[config.mk]
export PLATFORM = sky130hd
export DESIGN_NAME = user_gpio_cfg_seq
export DESIGN_NICKNAME = d
export VERILOG_FILES = /design/src/rtl/user_gpio_cfg_seq.sv
export SDC_FILE = /design/constraint.sdc
export NUM_CORES = 1
export LEC_CHECK = 0
export CAP_MARGIN = 20
export CORE_MARGIN = 1
export CORE_UTILIZATION = 40
export DETAILED_ROUTE_END_ITERATION = 8
export HOLD_SLACK_MARGIN = 0.08
export PLACE_DENSITY = 0.62
export SLEW_MARGIN = 15
export SYNTH_ARGS = -nofsm -noshare
export SYNTH_HDL_FRONTEND = slang
export SYNTH_SLANG_ARGS = --single-unit
[constraint.sdc]
create_clock -name clk_i -period 4.4 [get_ports clk_i]
set_input_delay 0.44 -clock clk_i [delete_from_list [all_inputs] [get_ports clk_i]]
set_output_delay 0.44 -clock clk_i [all_outputs]
set_load 0.01 [all_outputs]
[src/rtl/user_gpio_cfg_seq.sv]
// Command-table sequencer that programs the user GPIO block as an APB4 master.
// A small command RAM holds register writes with post-write delays and DI polls
// with a retry budget; start_i walks the table from index 0.
module user_gpio_cfg_seq #(
  parameter int unsigned NUM_CMD   = 8,
  parameter int unsigned GPIO_NUM  = 8,
  parameter int unsigned TICK_W    = 16,
  parameter logic [31:0] BASE_ADDR = 32'h0,
  localparam int unsigned CMD_W    = 2 + 3 + TICK_W + GPIO_NUM,
  localparam int unsigned AW       = $clog2(NUM_CMD)
) (
  input  logic             clk_i,
  input  logic             rst_i,
  input  logic             cmd_we_i,
  input  logic [AW-1:0]    cmd_addr_i,
  input  logic [CMD_W-1:0] cmd_data_i,
  input  logic             start_i,
  input  logic             abort_i,
  output logic             busy_o,
  output logic             done_o,
  output logic             err_o,
  output logic [AW-1:0]    pc_o,
  output logic             psel_o,
  output logic             penable_o,
  output logic             pwrite_o,
  output logic [31:0]      paddr_o,
  output logic [31:0]      pwdata_o,
  input  logic [31:0]      prdata_i,
  input  logic             pready_i,
  input  logic             pslverr_i
);

  localparam logic [2:0] StIdle   = 3'd0;
  localparam logic [2:0] StFetch  = 3'd1;
  localparam logic [2:0] StSetup  = 3'd2;
  localparam logic [2:0] StAccess = 3'd3;
  localparam logic [2:0] StWait   = 3'd4;

  localparam logic [1:0] OpEnd   = 2'b00;
  localparam logic [1:0] OpWrite = 2'b01;
  localparam logic [1:0] OpPoll  = 2'b10;

  logic [CMD_W-1:0]    mem_q [NUM_CMD];

  logic [2:0]          state_q, state_d;
  logic [AW-1:0]       pc_q, pc_d;
  logic [TICK_W-1:0]   cnt_q, cnt_d;
  logic [GPIO_NUM-1:0] mask_q, mask_d;
  logic [31:0]         paddr_q, paddr_d;
  logic [31:0]         pwdata_q, pwdata_d;
  logic                pwrite_q, pwrite_d;
  logic                abort_pend_q, abort_pend_d;
  logic                done_q, done_d;
  logic                err_q, err_d;

  logic [CMD_W-1:0]    cmd_word;
  logic [1:0]          fld_op;
  logic [2:0]          fld_reg;
  logic [TICK_W-1:0]   fld_arg;
  logic [GPIO_NUM-1:0] fld_data;
  logic                poll_match;
  logic                last_cmd;
  logic                go_next;
  logic                abort_seen;

  assign cmd_word   = mem_q[pc_q];
  assign fld_op     = cmd_word[CMD_W-1 -: 2];
  assign fld_reg    = cmd_word[CMD_W-3 -: 3];
  assign fld_arg    = cmd_word[GPIO_NUM +: TICK_W];
  assign fld_data   = cmd_word[GPIO_NUM-1:0];
  assign poll_match = (prdata_i[GPIO_NUM-1:0] & mask_q) == mask_q;
  assign last_cmd   = (pc_q == AW'(NUM_CMD - 1));
  assign abort_seen = abort_i | abort_pend_q;

  // Only the GPIO-wide slice of read data is compared.
  if (GPIO_NUM < 32) begin : gen_unused_prdata
    logic unused_prdata;
    assign unused_prdata = ^prdata_i[31:GPIO_NUM];
  end

  // Command RAM: writable only while idle, contents survive reset.
  always_ff @(posedge clk_i) begin
    if (cmd_we_i && (state_q == StIdle)) begin
      mem_q[cmd_addr_i] <= cmd_data_i;
    end
  end

  // Sequencer next-state logic.
  always_comb begin
    state_d      = state_q;
    pc_d         = pc_q;
    cnt_d        = cnt_q;
    mask_d       = mask_q;
    paddr_d      = paddr_q;
    pwdata_d     = pwdata_q;
    pwrite_d     = pwrite_q;
    abort_pend_d = abort_pend_q;
    done_d       = 1'b0;
    err_d        = err_q;
    go_next      = 1'b0;

    case (state_q)
      StIdle: begin
        if (start_i) begin
          err_d        = 1'b0;
          pc_d         = '0;
          abort_pend_d = 1'b0;
          state_d      = StFetch;
        end
      end
      StFetch: begin
        if (abort_i) begin
          state_d = StIdle;
        end else if (fld_op == OpEnd) begin
          state_d = StIdle;
          done_d  = 1'b1;
        end else if ((fld_op == OpWrite) || (fld_op == OpPoll)) begin
          paddr_d  = BASE_ADDR + {27'd0, fld_reg, 2'b00};
          pwrite_d = (fld_op == OpWrite);
          pwdata_d = (fld_op == OpWrite) ? 32'(fld_data) : 32'd0;
          cnt_d    = fld_arg;
          mask_d   = fld_data;
          state_d  = StSetup;
        end else begin
          state_d = StIdle;
          err_d   = 1'b1;
        end
      end
      StSetup: begin
        state_d = abort_i ? StIdle : StAccess;
      end
      StAccess: begin
        // An abort during a transfer is remembered until the slave completes.
        if (abort_i) begin
          abort_pend_d = 1'b1;
        end
        if (pready_i) begin
          abort_pend_d = 1'b0;
          if (pslverr_i) begin
            state_d = StIdle;
            err_d   = 1'b1;
          end else if (abort_seen) begin
            state_d = StIdle;
          end else if (pwrite_q) begin
            if (cnt_q == '0) go_next = 1'b1;
            else             state_d = StWait;
          end else if (poll_match) begin
            go_next = 1'b1;
          end else if (cnt_q != '0) begin
            cnt_d   = cnt_q - TICK_W'(1);
            state_d = StSetup;
          end else begin
            state_d = StIdle;
            err_d   = 1'b1;
          end
        end
      end
      StWait: begin
        if (abort_i) begin
          state_d = StIdle;
        end else if (cnt_q <= TICK_W'(1)) begin
          go_next = 1'b1;
        end else begin
          cnt_d = cnt_q - TICK_W'(1);
        end
      end
      default: state_d = StIdle;
    endcase

    // The last RAM slot finishing without an END still counts as success.
    if (go_next) begin
      if (last_cmd) begin
        state_d = StIdle;
        done_d  = 1'b1;
      end else begin
        pc_d    = pc_q + AW'(1);
        state_d = StFetch;
      end
    end
  end

  // State registers with synchronous reset.
  always_ff @(posedge clk_i) begin
    if (rst_i) begin
      state_q      <= StIdle;
      pc_q         <= '0;
      cnt_q        <= '0;
      mask_q       <= '0;
      paddr_q      <= '0;
      pwdata_q     <= '0;
      pwrite_q     <= 1'b0;
      abort_pend_q <= 1'b0;
      done_q       <= 1'b0;
      err_q        <= 1'b0;
    end else begin
      state_q      <= state_d;
      pc_q         <= pc_d;
      cnt_q        <= cnt_d;
      mask_q       <= mask_d;
      paddr_q      <= paddr_d;
      pwdata_q     <= pwdata_d;
      pwrite_q     <= pwrite_d;
      abort_pend_q <= abort_pend_d;
      done_q       <= done_d;
      err_q        <= err_d;
    end
  end

  assign busy_o    = (state_q != StIdle);
  assign done_o    = done_q;
  assign err_o     = err_q;
  assign pc_o      = pc_q;
  assign psel_o    = (state_q == StSetup) || (state_q == StAccess);
  assign penable_o = (state_q == StAccess);
  assign pwrite_o  = pwrite_q;
  assign paddr_o   = paddr_q;
  assign pwdata_o  = pwdata_q;

endmodule

Word-level counts from Yosys, hierarchy flattened --
Memories as Yosys holds them, arrays and structs flattened. A register that Yosys moved wholly into a read port is not among the register bits. Cells that the tools add are included.
Word-level totals: ROM bits 0, flip-flop bits (word level) 69, bits in writable memories 232, memories kept 1, bits in latches 0
Operators by class: multiply operators 0, $add $sub $neg 2, equality and inequality tests 31, shifts and indexed selects 0, bitwise logic cells 4, reduce and logical (&&, ||, !) cells 16, muxes and demuxes 64, order comparisons 1, div/mod/pow operators 0
Memories:
- mem_q | words 8, bits a word 29, rd ports 1, clocked after Yosys merged registers in 1, wr ports 1, RTL line 43 | logic [CMD_W-1:0] mem_q [NUM_CMD];
Operators with widths (number):
- 16-bit 2-to-1 mux | 11
- 16-bit case mux with 3 select lines | 1
- 3-bit 2-to-1 mux | 14
- 1-bit 2-to-1 mux | 28
- 2-bit != test (second input constant) | 11
- 3-bit != test (second input constant) | 6
- 16-bit by 1-bit less-or-equal comparator with 1-bit output (second input constant) | 1
- 16-bit logical NOT | 1
- 16-bit nonzero test | 1
- 16-bit by 1-bit subtractor with 16-bit output (second input constant) | 1
- 3-bit case mux with 5 select lines | 1
- 12-bit AND reduction | 1
- 2-bit 2-to-1 mux | 5
- 10-bit AND reduction | 1
- 3-bit nonzero test | 3
- 8-bit AND | 1
- 8-bit == test | 1
- 8-bit 2-to-1 mux | 1
- 3-bit by 2-bit == test with 1-bit output (second input constant) | 2
- 3-bit == test (second input constant) | 2
- 6-bit by 4-bit != test with 1-bit output (second input constant) | 1
- 6-bit != test (second input constant) | 1
- 5-bit AND reduction | 1
- 2-bit by 1-bit != test with 1-bit output (second input constant) | 2
- other kinds (17) | 20

Depth between registers and ports, before layout --
depth in word-level cells 10, gate-level depth with buffers 13, depth with buffers taken out 9

Least setup slack after synthesis --
No wires, ideal clock.
path kind register to register, start register pc_o[0] (netlist name), end register cnt_q[9], arrival time 3.524 ns, setup time 0.093 ns, stages on the path, launching flop included 14, data required time 4.307 ns, path slack 0.783 ns, path through dfxtp_1 > clkbuf_1 > buf_2 > clkbuf_1 > mux4_2 > mux2i_1 > ha_1 > nor4b_1 > a21oi_1 > o21ai_1 > and2_1 > buf_6 > nand2_2 > o32ai_1
RTL lines:
- to (signal assigned) | RTL line 198 | cnt_q <= cnt_d;
- to (decl) | RTL line 47 | logic [TICK_W-1:0] cnt_q, cnt_d;

==> summary.md <==
| Metric | Value |
|---|---|
| Worst path required time | `~4.8 ns` |
| Commonest non-fill, non-tap cell in the layout | `edfxtp_1` |
| Place WS | `about 0.86 ns` |
| DR vias | `6,398` |
| Hold path depth | `1` |
| Die Y | `172 um` |
| Initial Util | `0.406` |
| Family with the most delay on the worst path | `simple AND/OR/NAND/NOR gates` |
| Layout cells sized above 1 | `0.158` |
| Chip width | `172 um` |
| # Post-CTS Setup Buffers | `0` |
| Root Buffer | `clkbuf_16` |
| CTS Buf Count | `28` |
| Worst-margin pin slew | `1.04 ns` |
| Routed WL | `between 20,000 and 25,000 um` |
| First-pass GRT wire length | `roughly 36,000 um` |
| Hold Vio Cnt, Final | `0` |
| Max-cap violation count | `0` |
| Final Max Tran Viols | `0` |
| Grt ovf | `0` |
| Worst IR Drop VDD | `approximately 0.20 mV` |
| Commonest cells after routing, fill and taps aside | `232 x edfxtp_1, 66 x clkdlybuf4s50_1, 58 x mux4_2` |
| P per Cell Area | `404 nW/um^2` |
| Status | `completed` |
| Mapped Cells | `734` |
| H-tree depth | `1` |
| Top-level port count | `~140` |
| CP startpoint kind | `register` |
| P_leak | `4.28 nW` |
| Fmax | `0.283 GHz` |
| R2r endpoint | `cnt_q[9]` |
| Final setup TNS | `0 ns` |
| Worst hold path endpoint | `err_o` |
| Gp weighted congestion | `just under 0.9` |
| RSZ-0062 raised after global routing | `false` |
| Final worst path period share | `0.804` |
| Area grow syn2layout | `16.1%` |
| Initial antenna violation count | `1` |
| FF+latch count, synth | `277` |
| IO Port Bufs | `66` |
| Critical Path End Type | `register` |
| Tot GR Track Use | `0.165` |
| Post-synth EDFFs | `232` |
| DIE AREA | `29,700 um^2` |
| Fin Clk Skew | `0.0128 ns` |
| Crit Path Category | `register to register` |
| Post_cts resized | `0` |
| Fin worst setup slack | `0.863 ns` |
| Layout Nets | `887` |
| Distinct cells, synth | `56` |
| Post-route ant nets | `0` |
| TritonCTS clock tree | `done` |
| Arrival @ worst endpoint | `3.97 ns` |
| Crit-path max FO | `10` |
| CTS sink count | `about 280` |
| Drt drc | `0` |
| Hold_sp | `err_o` |
| Crit-path cells | `mux4_2 -> mux2i_1 -> ha_1 -> nor4b_1 -> a21oi_1 -> o21ai_1 -> and2_1 -> nand2_2 -> o32ai_1` |
| Worst skew pair latency | `0.54 ns` |
| FFs w/ async S/R, synth | `0` |
| Sequential share of the synthesized area | `0.677` |
| Clock Path Buffers | `3` |
| Reg-to-reg startpoint | `pc_o[0]` |
| Critical path depth | `9` |
| Hold Path Class | `register to register` |
| Standard-cell rows | `62` |
| Worst Reg-to-Reg Cells | `9` |
| Drt first pass iters | `5` |
| Post-Syn Area | `11,600 um^2` |
| WP buf/inv | `0` |
| Layout fillers | `2,413` |
| Vias per cell | `5.26` |
| Vias in the first global route | `6,172` |
| Wirelength per Cell | `about 20 um` |
| Core area | `28,600 um^2` |
| Mean Syn Cell Area | `roughly 16 um^2` |
| Fin crit period | `3.54 ns` |
| Main synth FF type | `edfxtp_1` |
| Final setup vio count | `0` |
| Setup slack, reg-to-reg | `roughly 0.86 ns` |
| Synth Warn # | `0` |
| Worst path max stage delay | `about 0.52 ns` |
| Largest net degree at the start of global routing | `54` |
| Post-DP HPWL | `14,100 um` |
| CP max-delay cell | `mux4_2` |
| DR iter-0 viols | `659` |
| Slew HR | `0.307` |
| Hold buffers post-CTS | `0` |
| Clk slew on worst S/H paths | `0.06 ns` |
## cell usage after synthesis (4+ instances only)
| cell | n | share of area |
|---|---|---|
| clkbuf_1 | 33 | 0.011 |
| nor2_1 | 48 | 0.015 |
| mux4_2 | 58 | 0.11 |
| nand3b_1 | 5 | 0.0032 |
| o211ai_1 | 4 | 0.0026 |
| and2_1 | 5 | 0.0027 |
| nor4_1 | 5 | 0.0027 |
| buf_4 | 53 | 0.034 |
| a21oi_1 | 27 | 0.012 |
| o31ai_1 | 8 | 0.0052 |
| edfxtp_1 | 232 | 0.60 |
| dfxtp_1 | 45 | 0.077 |
| o22ai_1 | 5 | 0.0027 |
| o21ai_0 | 15 | 0.0065 |
| a22o_1 | 9 | 0.0068 |
| o311ai_0 | 8 | 0.0060 |
| inv_1 | 16 | 0.0052 |
| nor3b_1 | 4 | 0.0026 |
| ha_1 | 7 | 0.0075 |
| mux2i_1 | 18 | 0.015 |
| nor2b_1 | 9 | 0.0048 |
| nand2_1 | 24 | 0.0077 |
| nand2b_1 | 4 | 0.0022 |
| nor3_1 | 20 | 0.0086 |
| a211oi_1 | 11 | 0.0071 |
| o31a_1 | 4 | 0.0030 |
| nand3_1 | 10 | 0.0043 |
## area by class of cell
type	count	area, um^2	area share
Sequential cell	277	7870	0.583
Multi-Input combinational cell	402	3400	0.252
Timing Repair Buffer	84	816	0.0604
Clock buffer	45	806	0.0597
Tap cell	384	480	0.0356
Inverter	16	60.1	0.00445
Clock inverter	7	58.8	0.00436
Antenna cell	1	2.50	0.000185
## cell families after synthesis
| kind of cell | synth area share |
|---|---|
| flip-flops | 0.677 |
| other | 0.000323 |
| adder cells (fa/ha/maj) | 0.00753 |
| AO/OA/AOI/OAI | 0.0664 |
| AND/OR/NAND/NOR | 0.0657 |
| buffers and inverters | 0.0525 |
| multiplexers | 0.131 |
## routing by layer
metal / vias to the layer above / part of all wire / GRT usage
li1: 2936 / - / -
met1: 3209 / 0.47 / 0.250
met2: 218 / 0.45 / 0.242
met3: 35 / 0.062 / 0.0314
met4: 0 / 0.019 / 0.0419
met5: - / 0 / 0
## worst max path at each step
stage,from,endpoint,slack (ns)
global placement,pc_o[0],cnt_q[9],0.94
floorplan,pc_o[0],cnt_q[9],0.78
global route,pc_o[0],cnt_q[3],0.69
detailed placement,pc_o[0],cnt_q[3],0.86
finish,pc_o[0],cnt_q[9],0.86
CTS,pc_o[0],cnt_q[3],0.84
## registers in the layout (all words and copies together) (netlist names)
| register | count |
|---|---|
| mask_q | 8 |
| pwdata_o | 8 |
| pwrite_o | 1 |
| pc_o | 3 |
| paddr_o | 3 |
| cnt_q | 16 |
| state_q | 3 |
| mem_q | 232 |
| err_o | 1 |
| abort_pend_q | 1 |
| done_o | 1 |
## report_power, final
group / internal (W) / switching [W]
registers: 0.00290 / 0.0000212
clock network: 0.00130 / 0.000936
logic: 0.000105 / 0.000184
total: 0.00431 / 0.00114
## stage by stage
stage                     hold WS, ns  instance area, um^2  total power [W]  std cells  utilization
after floorplan                 0.450                11800          0.00315        786            -
after global placement          0.454                12600          0.00326       1162        0.440
after global routing            0.501                13500          0.00564       1215        0.471
final                           0.473                13500          0.00545       1216        0.472
after CTS                       0.484                13500          0.00549       1214        0.470
after detailed placement        0.471                12600          0.00326       1162        0.440
Power figures use the tool's default switching activity.
